--- src/rtl/uart_pkg.sv ---
// ---------------------------------------------------------------------------
// uart_pkg
// Shared definitions for the UART transmit path: the byte width and the
// state encoding of the transmit arbiter's issue sequencer.
// No ports.
// ---------------------------------------------------------------------------
package uart_pkg;

    localparam int UART_BYTE_W = 8;

    // IDLE : arbitrate and accept one byte
    // ISSUE: one-cycle write strobe to the uart engine
    // GUARD: covers the engine's one-cycle delay before it raises busy
    // WAIT : hold off until the engine finishes the byte
    typedef enum logic [1:0] {
        IDLE  = 2'd0,
        ISSUE = 2'd1,
        GUARD = 2'd2,
        WAIT  = 2'd3
    } tx_state_t;

endpackage

--- src/rtl/rr_pick.sv ---
// ---------------------------------------------------------------------------
// rr_pick
// Combinational round-robin picker. Among the requesters that are both
// valid and allowed by the mask, picks the first one found searching
// upward from the pointer, wrapping modulo N.
// Ports:
//   valid  in  N   request vector
//   ptr    in  PW  highest-priority index this cycle
//   mask   in  N   eligibility mask (all ones when unrestricted)
//   winner out N   one-hot winner, 0 when none
//   index  out PW  binary index of the winner (0 when none)
//   any    out 1   a winner exists
// ---------------------------------------------------------------------------
module rr_pick #(
    parameter int N  = 4,
    parameter int PW = (N > 1) ? $clog2(N) : 1
) (
    input  logic [N-1:0]  valid,
    input  logic [PW-1:0] ptr,
    input  logic [N-1:0]  mask,
    output logic [N-1:0]  winner,
    output logic [PW-1:0] index,
    output logic          any
);

    logic [N-1:0] eligible;

    assign eligible = valid & mask;

    // Walk the N positions starting at ptr; the first hit is kept because
    // later hits are ignored once any is set.
    always_comb begin
        logic [PW:0] pos;
        winner = '0;
        index  = '0;
        any    = 1'b0;
        pos    = '0;
        for (int k = 0; k < N; k++) begin
            pos = {1'b0, ptr} + (PW+1)'(k);
            if (pos >= (PW+1)'(N)) begin
                pos = pos - (PW+1)'(N);
            end
            if (!any && eligible[pos[PW-1:0]]) begin
                any   = 1'b1;
                index = pos[PW-1:0];
            end
        end
        if (any) begin
            winner[index] = 1'b1;
        end
    end

endmodule

--- src/rtl/uart_tx_arb.sv ---
// ---------------------------------------------------------------------------
// uart_tx_arb
// Round-robin arbiter sharing one UART transmitter between N_REQ byte
// streams. A packet lock keeps a multi-byte message contiguous; a lock
// timeout releases an owner that stops presenting bytes.
// Ports:
//   clk        in   1         system clock
//   reset      in   1         synchronous, active-high reset
//   req_valid  in   N_REQ     requester i presents a byte
//   req_data   in   8*N_REQ   byte of requester i at [8i+7:8i]
//   req_last   in   N_REQ     byte ends a packet (releases the lock)
//   req_ready  out  N_REQ     one-hot acceptance pulse
//   tx_data    out  8         byte to uart engine, stable until busy falls
//   tx_wr      out  1         one-cycle write strobe
//   tx_busy    in   1         uart transmitter busy
//   grant      out  N_REQ     one-hot current/last owner, 0 after reset
//   locked     out  1         packet lock active
// ---------------------------------------------------------------------------
module uart_tx_arb
    import uart_pkg::*;
#(
    parameter int N_REQ        = 4,
    parameter int LOCK_TIMEOUT = 50000
) (
    input  logic                         clk,
    input  logic                         reset,
    input  logic [N_REQ-1:0]             req_valid,
    input  logic [UART_BYTE_W*N_REQ-1:0] req_data,
    input  logic [N_REQ-1:0]             req_last,
    output logic [N_REQ-1:0]             req_ready,
    output logic [UART_BYTE_W-1:0]       tx_data,
    output logic                         tx_wr,
    input  logic                         tx_busy,
    output logic [N_REQ-1:0]             grant,
    output logic                         locked
);

    localparam int PW = $clog2(N_REQ);
    localparam int CW = $clog2(LOCK_TIMEOUT);

    tx_state_t      state;
    tx_state_t      next_state;
    logic [PW-1:0]  rr_ptr;
    logic [PW-1:0]  owner_idx;
    logic [PW-1:0]  pick_idx;
    logic [PW-1:0]  pick_next;
    logic [PW-1:0]  owner_next;
    logic [N_REQ-1:0] pick_onehot;
    logic [N_REQ-1:0] elig_mask;
    logic           pick_any;
    logic           accept;
    logic           owner_stalled;
    logic           timeout_hit;
    logic [CW-1:0]  idle_cnt;

    // While locked only the owner may win; grant holds the owner one-hot.
    assign elig_mask = locked ? grant : '1;

    rr_pick #(.N(N_REQ), .PW(PW)) u_pick (
        .valid  (req_valid),
        .ptr    (rr_ptr),
        .mask   (elig_mask),
        .winner (pick_onehot),
        .index  (pick_idx),
        .any    (pick_any)
    );

    assign accept        = (state == IDLE) && pick_any && !tx_busy && !reset;
    assign owner_stalled = (state == IDLE) && locked && !req_valid[owner_idx];
    // A stalled owner cannot also be accepted, so acceptance always wins
    // over an expiring timeout.
    assign timeout_hit   = owner_stalled && (idle_cnt == CW'(LOCK_TIMEOUT - 1));

    assign pick_next  = (pick_idx  == PW'(N_REQ - 1)) ? '0 : pick_idx  + 1'b1;
    assign owner_next = (owner_idx == PW'(N_REQ - 1)) ? '0 : owner_idx + 1'b1;

    always_ff @(posedge clk) begin
        if (reset) begin
            state <= IDLE;
        end else begin
            state <= next_state;
        end
    end

    always_comb begin
        next_state = state;
        tx_wr      = 1'b0;
        req_ready  = '0;
        case (state)
            IDLE: begin
                if (accept) begin
                    req_ready  = pick_onehot;
                    next_state = ISSUE;
                end
            end
            ISSUE: begin
                tx_wr      = 1'b1;
                next_state = GUARD;
            end
            GUARD: begin
                next_state = WAIT;
            end
            WAIT: begin
                if (!tx_busy) begin
                    next_state = IDLE;
                end
            end
            default: begin
                next_state = IDLE;
            end
        endcase
    end

    // Byte latch, ownership, lock and the round-robin pointer. The pointer
    // only moves when ownership is given up, either by a last byte or by
    // the idle timeout.
    always_ff @(posedge clk) begin
        if (reset) begin
            tx_data   <= '0;
            grant     <= '0;
            locked    <= 1'b0;
            rr_ptr    <= '0;
            owner_idx <= '0;
            idle_cnt  <= '0;
        end else if (accept) begin
            tx_data   <= req_data[pick_idx*UART_BYTE_W +: UART_BYTE_W];
            grant     <= pick_onehot;
            owner_idx <= pick_idx;
            locked    <= ~req_last[pick_idx];
            idle_cnt  <= '0;
            if (req_last[pick_idx]) begin
                rr_ptr <= pick_next;
            end
        end else if (timeout_hit) begin
            locked   <= 1'b0;
            rr_ptr   <= owner_next;
            idle_cnt <= '0;
        end else if (owner_stalled) begin
            idle_cnt <= idle_cnt + 1'b1;
        end
    end

endmodule

--- config.mk ---
export PLATFORM = sky130hd
export DESIGN_NAME = uart_tx_arb
export DESIGN_NICKNAME = d
export VERILOG_FILES = /design/src/rtl/uart_pkg.sv /design/src/rtl/rr_pick.sv /design/src/rtl/uart_tx_arb.sv
export SDC_FILE = /design/constraint.sdc
export NUM_CORES = 1
export LEC_CHECK = 0
export CAP_MARGIN = 20
export CORE_AREA = 2 2 87 89
export CTS_BUF_LIST = sky130_fd_sc_hd__clkbuf_16
export DETAILED_ROUTE_END_ITERATION = 6
export DIE_AREA = 0 0 89 91
export DONT_BUFFER_PORTS = 1
export GPL_TIMING_DRIVEN = 0
export PLACE_DENSITY_LB_ADDON = 0.3
export SLEW_MARGIN = 30
export SYNTH_ARGS = -nofsm -noshare
export SYNTH_HDL_FRONTEND = slang
export SYNTH_SLANG_ARGS = --single-unit
export TNS_END_PERCENT = 1
--- constraint.sdc ---
create_clock -name clk -period 2.4 [get_ports clk]
set_input_delay 0.24 -clock clk [delete_from_list [all_inputs] [get_ports clk]]
set_output_delay 0.24 -clock clk [all_outputs]
set_load 0.02 [all_outputs]
==> impl_metrics.tcl, run 1 <==
set metrics [dict create \
    grt_first_pass_wirelength_um 7930 \
    floorplan.core_area_mm2 0.00714 \
    setup.worst_path.class "reg2out" \
    layout_worst_path_cycle_share 0.965 \
    dpl.hpwl_um 3600 \
    cell_family_contributing_the_most_delay_on_the_critical_path "compound AO/OA/AOI/OAI gates" \
    seq_area_frac_synth 0.339 \
    final.fill_count 746 \
    synth_compound_gate_area_share 0.132 \
    report.final.hold_viol_count 0 \
    yosys.area_share.simple 0.258 \
    worst_r2r_path_depth 9 \
    min_path_type "in2reg" \
    grt_pass1_vias 1600 \
    io_buffer_count 0 \
    status "complete, no violations" \
    ys_ff_latch 35 \
    yosys_warnings 0 \
    final.setup_skew_ps 5.53 \
    htree_num_levels 2 \
    fp.dieArea_mm2 0.00810 \
    tritoncts_clock_tree "done" \
    route.detailed.drc 0 \
    endpoint_kind "output port" \
    power_density_mw_per_mm2 953 \
    worstSkewPairLatency_ps 280 \
    synth.largest_area_cell "dfxtp_1" \
    dr_total_vias 1703 \
    maxCapViolations 0 \
    drive_gt1_frac 0.164 \
    sequential_cell_area_um2 712 \
    via_per_inst 5.05 \
    layout.nets 288 \
    multiInputGateArea_mm2 0.00135 \
    die_x_um 89 \
    worst_slew_margin_rel 0.659 \
    timing.hold.ws_ps 173 \
    synth-edff-count 0 \
    synth_area_per_cell_um2 9.12 \
    worst-slew-pin-transition_ps 508 \
    critPathArrivalTime_ps 2080 \
    netlist_instances 227 \
    synth-adder-area-share 0.0423 \
    setup.reg_to_reg.worst_slack_ps 120 \
    min_from "tx_busy" \
    cts_sinks 35 \
    global_route.overflow_total 0 \
    crit_slowest_cell "dfxtp_4" \
    area.growth.synth_to_final_pct 19.3 \
    final.setup.tns_ps 0 \
    cp_cell_sequence "nand2b_2, a32oi_1, o211a_1, o22a_1, buf_6, buf_8, ha_2, and3_4" \
    synth-xor-area-share 0.0593 \
    ctsRootBufferMaster "clkbuf_16" \
    synth.distinct_cells 48 \
    detail_route.iter0.violations 84 \
    mappedNetlistNets 277 \
    synth.area.top_cells "dfxtp_1 34%, mux4_1 10%, nand2_1 6.2%, xor2_1 5.1%, ha_1 4.2%" \
    wl_um 4810 \
    setup_violations 0 \
    number_of_antenna_repair_diodes 0 \
    critical_path.reg2reg.endpoint "rr_ptr[1]" \
    worst_ir_drop_vdd_mv 0.352 \
    worst_ep_required_time_ps 2160 \
    wire_per_inst_um 14.3 \
    syn_area_mm2 0.00207 \
    initial_drt_pass_iterations 4 \
    end_of_the_worst_hold_path "state[0]" \
    power.leakage_nw 0.906 \
    gp_routability_congestion 0.777 \
    cts_inserted_buffers 5 \
    asyncSetResetFlopFracSynth 0 \
    vertical_extent_of_the_die_um 91 \
    worst-path-max-fanout 10 \
    holdPathStages 2 \
    ctsLongestPathBuffers 2 \
    layout.core_utilization 0.346 \
    critical_path.reg2reg.startpoint "locked" \
    synth_flop_type "dfxtp_1" \
    drv_slew 0 \
    max_stage_delay_ps 370 \
    floorplan.rows 31 \
    synth_mux_area_frac 0.131 \
    synth_top_family_by_area "simple AND/OR/NAND/NOR gates" \
    maxClockFrequency_ghz 0.432 \
    worst-path-buf-inv 2 \
    grt_antenna_before_repair 0 \
    initial_utilization 0.290 \
    drt.antenna.violating_nets 0 \
    netlist.area_leader.share 0.339 \
    rsz0062_at_grt "false" \
    final.min_clock_period_ps 2320 \
    startpoint_kind_of_the_worst_setup_timing_path "register" \
    num_io_pins 61 \
    grt_max_degree 12 \
    tot_gr_track_use 0.125 \
    cts.clk_slew.worst_paths_ps 50 \
]
[power breakdown]
part,leakage [nW],internal [mW],switching [mW]
logic,0.543,0.360,0.460
registers,0.287,0.667,0.145
clock network,0.0759,0.483,0.239
total,0.906,1.51,0.844
[cells in the mapped netlist (all sizes together), types with 6 or more instances]
library cell,instances
a21oi,17
dfxtp,35
nand3,7
mux2i,6
nor3,7
ha,7
mux4,8
nand4,8
nor2,22
buf,6
nand2b,6
xor2,12
nand2,34
[stage by stage]
stage                     instance area (um^2)  power, mW  setup slack [ps]  cells
after floorplan                           2070       1.38               137    227
after global placement                    2190       1.54              -287    326
after detailed placement                  2190       1.55              -266    326
after CTS                                 2440       2.35              13.0    335
after global routing                      2470       2.50             0.869    337
final                                     2470       2.35              83.5    337
[flip-flops by register name, indices dropped and copies added, names as in the netlist]
| name | flops |
|---|---|
| idle_cnt | 16 |
| grant | 4 |
| owner_idx | 2 |
| state | 2 |
| rr_ptr | 2 |
| locked | 1 |
| tx_data | 8 |
[metal layers]
metal | up-vias | GRT usage | routed length, um
li1 | 851 | - | -
met1 | 788 | 0.182 | 2370
met2 | 58 | 0.178 | 2040
met3 | 6 | 0.0345 | 330
met4 | 0 | 0.0410 | 61
met5 | - | 0 | 0
[layout by cell type (no fill, tap or decap), drive strengths merged, types with 2 or more instances in the layout]
master  Yosys  layout
dfxtp      35      35
nand2      34      34
nor2       22      22
a21oi      17      17
xor2       12      12
buf         6      10
nand4       8       8
mux4        8       8
clkbuf      3       8
nand3       7       7
ha          7       7
nor3        7       7
mux2i       6       6
nand2b      6       6
inv         5       5
and3        5       5
nor2b       3       3
o211a       3       3
o21ai       3       3
nor4        3       3
o211ai      2       2
a22oi       2       2
and4        2       2
or3         2       2
xnor2       2       2
o311a       2       2
and2        2       2
nor3b       2       2
[area by class of cell]
cell class	instances	share of cell area
Multi-Input combinational cell	178	0.548
Sequential cell	35	0.288
Clock buffer	5	0.0507
Tap cell	99	0.0502
Buffer	9	0.0279
Clock inverter	2	0.0152
Timing Repair Buffer	4	0.0122
Inverter	5	0.00760
[cells by family (layout without fill, tap and decap cells)]
group           Yosys count  count (layout)
xor+xnor                 14              14
fa+ha+maj                 7               7
mux                      14              14
flops                    35              35
simple gates            105             105
compound gates           38              38
buf+inv                  14              25
[repair_timing]
action | CTS | global route
gates resized for setup | 19 | 4
pin swaps | 3 | 2
hold buffers | 0 | 0
setup endpoints to repair | 6 | 5
buffers inserted | 2 | 2
[worst max-delay path by stage]
stage	cells after the start	start	slack (ps)	endpoint
detailed placement	9	locked	-270	rr_ptr[1]
finish	8	grant[0]	80	req_ready[3]
global placement	9	locked	-290	rr_ptr[1]
floorplan	9	locked	140	rr_ptr[1]
CTS	8	grant[0]	10	req_ready[3]
global route	6	locked	0.9	req_ready[2]
No activity file was read; power rests on OpenSTA's default activity.
==> run 2: changes to the inputs <==
CTS_CLUSTER_DIAMETER = 150   (was unset)
CTS_CLUSTER_SIZE = 16   (was unset)
==> results of run 2 <==
No change in the layout: final DEF, timing and power equal those of run 1.
